### src/rtl/fft_pingpong_ctrl.sv
// Two-bank ping-pong frame buffer sequencer for one memForFFT port; natural-order in, bit-reversed (or natural) out.
// Latency: first out_valid 2 clk after a bank fills; sustains 1 sample/clk in and out when streaming.
// Backpressure: out_ready throttles read issue through 2-entry output FIFO credits; an unreleased bank drops in_ready.
module fft_pingpong_ctrl #(
   parameter int DATA_FFT_SIZE    = 16,
   parameter int SIZE_BITS_ADDRES = 3,
   parameter bit BIT_REVERSE      = 1'b1
) (
   input  logic                        clk,
   input  logic                        rst_n,
   input  logic [DATA_FFT_SIZE-1:0]    in_data,
   input  logic                        in_valid,
   output logic                        in_ready,
   output logic [DATA_FFT_SIZE-1:0]    out_data,
   output logic                        out_valid,
   input  logic                        out_ready,
   output logic                        out_last,
   output logic [SIZE_BITS_ADDRES-1:0] out_index,
   output logic                        mem_writeEn,
   output logic [SIZE_BITS_ADDRES:0]   mem_addr,
   output logic [SIZE_BITS_ADDRES:0]   mem_addr_r,
   output logic [DATA_FFT_SIZE-1:0]    mem_inData,
   input  logic [DATA_FFT_SIZE-1:0]    mem_outData,
   output logic                        frame_done
);

   localparam int              AW       = SIZE_BITS_ADDRES;
   localparam logic [AW-1:0]   CNT_LAST = '1;

   typedef enum logic {W_FILL, W_STALL} wstate_t;
   typedef enum logic {R_IDLE, R_RUN}   rstate_t;

   wstate_t r_wstate, w_wstate_nxt;
   rstate_t r_rstate, w_rstate_nxt;

   // Bank bookkeeping: r_wb is the bank being filled, r_ib the bank being read out.
   logic [1:0]    r_full;
   logic          r_wb;
   logic          r_ib;
   logic [AW-1:0] r_wcnt;
   logic [AW-1:0] r_rcnt;

   // One memory read in flight; its data appears on mem_outData the next clk.
   logic          r_rd_vld;
   logic [AW-1:0] r_rd_idx;
   logic          r_rd_last;

   // 2-entry output FIFO.
   logic [DATA_FFT_SIZE-1:0] r_fifo_dat [2];
   logic [AW-1:0]            r_fifo_idx [2];
   logic [1:0]               r_fifo_last;
   logic                     r_fifo_wptr;
   logic                     r_fifo_rptr;
   logic [1:0]               r_fifo_cnt;

   logic          w_wr;
   logic          w_wwrap;
   logic          w_issue;
   logic          w_ilast;
   logic          w_pop;
   logic          w_credit;
   logic [2:0]    w_occ;
   logic [1:0]    w_set_mask;
   logic [1:0]    w_clr_mask;
   logic [1:0]    w_full_nxt;
   logic          w_wb_nxt;
   logic [AW-1:0] w_rd_idx;

   function automatic logic [AW-1:0] f_rev(input logic [AW-1:0] a);
      logic [AW-1:0] r;
      for (int i = 0; i < AW; i++) r[i] = a[AW-1-i];
      return r;
   endfunction

   // Handshakes, read credit and the next value of the bank-full flags.
   always_comb begin
      w_wr     = (r_wstate == W_FILL) && in_valid;
      w_wwrap  = w_wr && (r_wcnt == CNT_LAST);
      w_pop    = (r_fifo_cnt != 2'd0) && out_ready;
      // A slot popped this clk is reusable, so the credit counts it back in.
      w_occ    = {1'b0, r_fifo_cnt} + {2'b00, r_rd_vld};
      w_credit = w_occ < (3'd2 + {2'b00, w_pop});
      w_issue  = w_credit && ((r_rstate == R_RUN) || r_full[r_ib]);
      w_ilast  = w_issue && (r_rcnt == CNT_LAST);
      w_rd_idx = BIT_REVERSE ? f_rev(r_rcnt) : r_rcnt;
      w_wb_nxt = ~r_wb;
      w_set_mask = 2'b00;
      w_clr_mask = 2'b00;
      if (w_wwrap) w_set_mask = r_wb ? 2'b10 : 2'b01;
      // The bank is released once its last read has been issued: from then on
      // its samples live in the read pipeline, so the writer may refill it.
      if (w_ilast) w_clr_mask = r_ib ? 2'b10 : 2'b01;
      w_full_nxt = (r_full | w_set_mask) & ~w_clr_mask;
   end

   // Write FSM next state: stall when the bank we are about to fill is still held.
   always_comb begin
      w_wstate_nxt = r_wstate;
      case (r_wstate)
         W_FILL:  if (w_wwrap && w_full_nxt[w_wb_nxt]) w_wstate_nxt = W_STALL;
         W_STALL: if (!r_full[r_wb])                   w_wstate_nxt = W_FILL;
         default: w_wstate_nxt = W_STALL;
      endcase
   end

   // Read FSM next state: run through one frame of issues, then look for the next full bank.
   always_comb begin
      w_rstate_nxt = r_rstate;
      case (r_rstate)
         R_IDLE:  if (w_issue && !w_ilast) w_rstate_nxt = R_RUN;
         R_RUN:   if (w_ilast)             w_rstate_nxt = R_IDLE;
         default: w_rstate_nxt = R_IDLE;
      endcase
   end

   // State registers; the writer leaves reset in W_STALL so in_ready rises one clk after release.
   always_ff @(posedge clk or negedge rst_n) begin
      if (!rst_n) begin
         r_wstate <= W_STALL;
         r_rstate <= R_IDLE;
      end else begin
         r_wstate <= w_wstate_nxt;
         r_rstate <= w_rstate_nxt;
      end
   end

   // Bank flags, bank pointers and the wrap-around frame counters.
   always_ff @(posedge clk or negedge rst_n) begin
      if (!rst_n) begin
         r_full <= 2'b00;
         r_wb   <= 1'b0;
         r_ib   <= 1'b0;
         r_wcnt <= '0;
         r_rcnt <= '0;
      end else begin
         r_full <= w_full_nxt;
         if (w_wr)    r_wcnt <= r_wcnt + 1'b1;
         if (w_wwrap) r_wb   <= ~r_wb;
         if (w_issue) r_rcnt <= r_rcnt + 1'b1;
         if (w_ilast) r_ib   <= ~r_ib;
      end
   end

   // Tag the read in flight with its frame position and last flag.
   always_ff @(posedge clk or negedge rst_n) begin
      if (!rst_n) begin
         r_rd_vld  <= 1'b0;
         r_rd_idx  <= '0;
         r_rd_last <= 1'b0;
      end else begin
         r_rd_vld  <= w_issue;
         r_rd_idx  <= w_rd_idx;
         r_rd_last <= w_ilast;
      end
   end

   // Output FIFO: capture returning memory data, release on out_valid & out_ready.
   always_ff @(posedge clk or negedge rst_n) begin
      if (!rst_n) begin
         r_fifo_dat[0] <= '0;
         r_fifo_dat[1] <= '0;
         r_fifo_idx[0] <= '0;
         r_fifo_idx[1] <= '0;
         r_fifo_last   <= 2'b00;
         r_fifo_wptr   <= 1'b0;
         r_fifo_rptr   <= 1'b0;
         r_fifo_cnt    <= 2'd0;
      end else begin
         if (r_rd_vld) begin
            r_fifo_dat[r_fifo_wptr]  <= mem_outData;
            r_fifo_idx[r_fifo_wptr]  <= r_rd_idx;
            r_fifo_last[r_fifo_wptr] <= r_rd_last;
            r_fifo_wptr              <= ~r_fifo_wptr;
         end
         if (w_pop) r_fifo_rptr <= ~r_fifo_rptr;
         r_fifo_cnt <= r_fifo_cnt + {1'b0, r_rd_vld} - {1'b0, w_pop};
      end
   end

   // Port drive.
   always_comb begin
      in_ready    = (r_wstate == W_FILL);
      mem_writeEn = w_wr;
      mem_addr    = {r_wb, r_wcnt};
      mem_inData  = w_wr ? in_data : '0;
      mem_addr_r  = {r_ib, w_rd_idx};
      out_valid   = (r_fifo_cnt != 2'd0);
      out_data    = r_fifo_dat[r_fifo_rptr];
      out_index   = r_fifo_idx[r_fifo_rptr];
      out_last    = r_fifo_last[r_fifo_rptr];
      frame_done  = w_pop && r_fifo_last[r_fifo_rptr];
   end

   // A bank is only filled while empty and only released while full, so one clk never sets and clears the same bank.
   a_no_set_clr_same: assert property (@(posedge clk) disable iff (!rst_n) (w_set_mask & w_clr_mask) == 2'b00);
   a_no_wr_full:      assert property (@(posedge clk) disable iff (!rst_n) !(w_wr && r_full[r_wb]));
   a_bank_differ:     assert property (@(posedge clk) disable iff (!rst_n) !(w_wr && w_issue && (r_wb == r_ib)));
   a_fifo_no_ovf:     assert property (@(posedge clk) disable iff (!rst_n) !((r_fifo_cnt == 2'd2) && r_rd_vld && !w_pop));

endmodule

### config.mk
export PLATFORM = sky130hd
export DESIGN_NAME = fft_pingpong_ctrl
export DESIGN_NICKNAME = d
export VERILOG_FILES = /design/src/rtl/fft_pingpong_ctrl.sv
export SDC_FILE = /design/constraint.sdc
export NUM_CORES = 1
export LEC_CHECK = 0
export CAP_MARGIN = 10
export CELL_PAD_IN_SITES_DETAIL_PLACEMENT = 0
export CELL_PAD_IN_SITES_GLOBAL_PLACEMENT = 1
export CORE_ASPECT_RATIO = 1.2
export CORE_MARGIN = 5
export CORE_UTILIZATION = 37
export DETAILED_ROUTE_END_ITERATION = 8
export PLACE_DENSITY_LB_ADDON = 0.15
export SETUP_SLACK_MARGIN = 0.1
export SLEW_MARGIN = 20
export SYNTH_ARGS = -nofsm -noshare
export SYNTH_HDL_FRONTEND = slang
export SYNTH_SLANG_ARGS = --single-unit
export TNS_END_PERCENT = 1
### constraint.sdc
create_clock -name clk -period 2.09 [get_ports clk]
set_input_delay 0.209 -clock clk [delete_from_list [all_inputs] [get_ports clk]]
set_output_delay 0.209 -clock clk [all_outputs]
set_load 0.005 [all_outputs]
Yosys cells after proc, flatten, opt, wreduce, memory -nomap -nowiden --
Index checks and enable logic that the tools add are counted.
Operators by class: $add $sub $neg 6, multiply operators 0, divide/modulo/power cells 0, order comparisons 10, equal/unequal tests 2, shifts and indexed selects 0, mux-type cells 34, bitwise operators 11, reductions and logical operators 13
Operators by type and width (number):
- $mux W16 | 5
- $bwmux W32 | 1
- $demux W16 S1 | 1
- $mux W1 | 13
- $mux W3 | 4
- $logic_and A1 B1 Y1 | 10
- $lt A1 B2 Y1 const B | 5
- $mux W2 | 4
- $add A3 B1 Y3 const B | 2
- $bwmux W6 | 1
- $eq A3 B3 Y1 const B | 2
- $not A1 Y1 | 6
- $ge A2 B2 Y1 const B | 2
- $not A1 Y2 | 2
- $pmux W1 S2 | 2
- $add A2 B1 Y3 | 1
- $add A2 B1 Y3 const A | 1
- $demux W3 S1 | 1
- $lt A3 B3 Y1 | 1
- $add A2 B1 Y2 | 1
- $and A2 B2 Y2 | 1
- $bwmux W2 | 1
- $lt A2 B1 Y1 const B | 1
- $not A2 Y2 | 1
- other kinds (7) | 7
Storage, ports and cells: bits in registers 61, latch bits 0, memory bits (writable) 0, ROM bits 0, input bits 36, output and inout bits 48, logic and storage cells 94, memories kept 0

Logic depth before layout (Yosys ltp) --
Gate-level depths: netlist of run 1.
depth after elaboration 14, mapped depth 7

Least setup slack after synthesis of run 1 --
OpenSTA, ideal clock, no wires.
path type register to register, from reg r_fifo_cnt[1], to reg r_fifo_cnt[1], library setup time 0.123 ns, arrival 1.448 ns, path slack 0.519 ns, cell stages (with the launch flop) 8, path through dfrtp_1 > o21ai_1 > inv_1 > ha_1 > inv_1 > ha_1 > xnor2_1 > xnor2_1
Between the ends: word-level cells in the longest chain between the ends 3, elaborated cells on any way between the ends 4, those cells by class 2 x add/sub; 2 x reduce/logical
Ends and longest elaborated chain:
- start: declaration | line 54 | logic [1:0] r_fifo_cnt;
- start signal: assignment | line 176 | r_fifo_cnt <= r_fifo_cnt + {1'b0, r_rd_vld} - {1'b0, w_pop};
- branches (longest 2 deep; another with $add A2 B1 Y2)
- $sub A2 B1 Y2 (*) | line 176
Mark *: on every way between the ends. A chain may end at the register's enable or synchronous reset.

Final worst setup path of run 1 --
from reg r_fifo_rptr, to out out_data[15]
Between the ends: word-level cells in the longest chain between the ends 4
Ends and longest elaborated chain:
- start: declaration | line 53 | logic r_fifo_rptr;
- start signal: assignment | line 175 | if (w_pop) r_fifo_rptr <= ~r_fifo_rptr;
- $not A1 Y2 (not written as such) | line 188 | out_data = r_fifo_dat[r_fifo_rptr];
- $mux W16 (not written as such) (3 in series) | line 188
- end: declaration | line 14 | output logic [DATA_FFT_SIZE-1:0] out_data,
No other way between the ends. The select of a mux whose other input is x is not followed.

==> summary.md, run 1 <==
| Metric | Value |
|---|---|
| Slew headroom | `67.1%` |
| Area contributors post-synth | `dfrtp_1 53%, mux2_2 25%, and2_1 3.8%` |
| Power per cell area | `1600 nW/um^2` |
| Detail Route Antenna Nets | `0` |
| Minimum clock period | `1.96 ns` |
| Most frequent cell after synthesis | `mux2_2` |
| Status | `completed` |
| Post-Place Setup Slack | `0.196 ns` |
| Post-synth top cells | `62 x mux2_2, 60 x dfrtp_1, 17 x and2_1` |
| Largest net degree at the start of global routing | `23` |
| Vias/cell | `4.84` |
| Post-synthesis instance total | `203` |
| CTS H-tree lvls | `3` |
| Dpl cells | `373` |
| CP Max Fanout | `9` |
| Die Wd | `89.6 um` |
| Critical path data arrival time | `1.75 ns` |
| Clock buffer depth | `2` |
| Worst-path clk slew | `0.07 ns` |
| Fraction of layout instances using a drive strength above 1 | `34.0%` |
| Area delta synth->final | `44.2%` |
| Fin util | `55.4%` |
| Gp weighted congestion | `0.734` |
| Netlist cell types | `31` |
| Worst VDD drop | `0.929 mV` |
| R2R depth | `7` |
| PnR worst setup slack | `0.134 ns` |
| Period utilization | `93.6%` |
| Vias in the first global route | `2091` |
| RSZ-0062 raised after global routing | `true` |
| Sequential-to-total area share from yosys stat | `54.3%` |
| N_diodes | `0` |
| GR Overflow Total | `0` |
| Reg2reg start | `r_fifo_cnt[0]$_DFF_PN0_` |
| First-pass GRT wire length | `9700 um` |
| Clk Latency, worst-skew pair | `0.33 ns` |
| Die footprint | `9450 um^2` |
| Yosys warning count | `0` |
| Worst reg-to-reg setup slack | `0.39 ns` |
| Area leader, netlist | `dfrtp_1` |
| TritonCTS clock tree | `yes` |
| Async set or reset register ratio after synthesis | `100%` |
| # rows | `34` |
| Setup TNS | `0 ns` |
| Total routed wirelength | `5800 um` |
| Synth Register Bits | `61` |
| Placement-stage cell area | `3790 um^2` |
| Fillers | `617` |
| EDFF count, synth | `0` |
| IO Count | `84` |
| Mapped Area | `2810 um^2` |
| Hold Crit Class | `input port to asynchronous set/reset pin` |
| Port bufs | `83` |
| Initial antenna violation count | `0` |
| CP required | `1.88 ns` |
| Max_cap viols | `0` |
| Die Ht | `105 um` |
| Cts bufs inserted | `9` |
| Critical path class | `register to output pin` |
| Total global-route track usage | `13.2%` |
| Hpwl dp | `4120 um` |
| Syn Area/Cell | `13.8 um^2` |
| Initial core utilization | `38.4%` |
| WL/cell | `14.8 um` |
| CP Launch Type | `register` |
| Clk_skew | `0.00791 ns` |
| Top FF cell, synth | `dfrtp_1` |
| Count of final setup violators | `0` |
| Root buffer cell | `clkbuf_8` |
| Drt pass-1 iters | `4` |
| Core Box Area | `7320 um^2` |
| Final cell count without fillers | `393` |
| Drt initial violations | `47` |
| Post-Layout Inst Area | `4060 um^2` |
| Clock sink count | `61` |
| Fmax achieved | `0.511 GHz` |
| Hold Violations, Final | `0` |
| Leak Pwr | `1.72 nW` |
| Worst-Margin Slew | `0.493 ns` |
| Final count of pins violating max slew | `0` |
| Final Net Count | `342` |
| Synth top area share | `53.4%` |
| Critical R2R Capture | `r_fifo_cnt[1]$_DFF_PN0_` |
| Synth Net Count | `247` |
| DRC viols | `0` |
| Crit. End Element | `output pin` |
| Routed vias | `1901` |
[cell families after synthesis]
family / synth area share (%)
AO/OA/AOI/OAI: 2.45
XOR/XNOR: 2.49
adder cells (fa/ha/maj): 3.56
buffers and inverters: 3.20
flip-flops: 54.3
multiplexers: 26.8
AND/OR/NAND/NOR: 7.17
[flip-flops by register name, summed over array words and instances, names as in the netlist, 2 cells and up, named ones only]
register	count
r_fifo_idx	6
r_fifo_last	2
r_fifo_cnt	2
r_rd_idx	3
r_full	2
r_fifo_dat	32
r_wcnt	3
r_rcnt	3
[how the worst max path moves through the flow]
stage / startpoint / to / slack (ns) / cells past startpoint
finish: r_fifo_rptr$_DFFE_PN0N_ / out_data[15] / 0.13 / 3
global route: r_fifo_rptr$_DFFE_PN0N_ / out_data[1] / 0.06 / 3
CTS: r_fifo_rptr$_DFFE_PN0N_ / out_index[0] / 0.08 / 3
detailed placement: in_valid / mem_inData[5] / 0.20 / 5
global placement: in_valid / mem_inData[5] / 0.20 / 5
floorplan: r_fifo_cnt[1]$_DFF_PN0_ / r_fifo_cnt[1]$_DFF_PN0_ / 0.52 / 7
[power by group]
part | internal (mW) | leakage, nW | switching [mW] | total [mW]
clock network | 0.615 | 0.102 | 0.453 | 1.07
registers | 1.81 | 0.717 | 0.396 | 2.20
logic | 2.14 | 0.902 | 1.09 | 3.23
[layout make-up]
class,count,area (um^2),share of cell area [%]
clock buffers,11,151,3.73
flip-flops and latches,61,1530,37.7
clock inverters,5,58.8,1.45
repair buffers,95,971,23.9
inverters,9,33.8,0.833
multi-input cells,122,1200,29.6
well taps,90,113,2.78
[routing by layer]
metal  vias up  track usage (%)  part of all wire [%]
li1        896                -                     -
met2        67             20.3                    47
met4         0             4.15                   1.2
met5         -                0                     0
met1       930             15.9                    42
met3         8             6.79                   9.7
[what timing repair did]
action / in CTS / in global routing
hold buffers: 1 / 0
hold endpoints to repair: 19 / 0
resized for setup: 0 / 3
setup endpoints to repair: 18 / 35
setup buffers: 1 / 0
cloned: 0 / 2
[per-stage QoR]
stage | hold slack (ns) | power, mW
2_1_floorplan | -0.0866 | 3.99
6_report | 0.367 | 6.50
3_3_place_gp | 0.203 | 5.38
3_5_place_dp | 0.203 | 5.44
5_1_grt | 0.396 | 7.01
4_1_cts | 0.365 | 6.57
[worst max-delay path, cell delays in order (launching register included)]
cell and delay (ns):
dfrtp_2 0.44, clkbuf_16 0.19, mux2_2 0.34, clkdlybuf4s50_1 0.45
[placed cells by master (no fill, tap or decap), types with 2 or more instances in the layout]
cell type        count
xnor2_1              6
inv_1                9
nor2_1               2
clkinvlp_4           2
buf_12               3
clkbuf_8            11
a31oi_1              2
mux2_4               3
xor2_1               2
nor2b_2              3
nand2_1              2
mux2_2              62
and2_1              17
ha_1                 8
dfrtp_1             59
buf_2                2
clkdlybuf4s50_1     82
buf_4                6
No activity file was read; power rests on OpenSTA's default activity.
==> run 2, diff against run 1 <==
--- a/config.mk
+++ b/config.mk
@@ -5,6 +5,7 @@
 export SDC_FILE = /design/constraint.sdc
 export NUM_CORES = 1
 export LEC_CHECK = 0
+export ABC_CLOCK_PERIOD_IN_PS = 2090
 export CAP_MARGIN = 10
 export CELL_PAD_IN_SITES_DETAIL_PLACEMENT = 0
 export CELL_PAD_IN_SITES_GLOBAL_PLACEMENT = 1
==> results of run 2 <==
Final layout, timing and power as in run 1 (identical DEF).
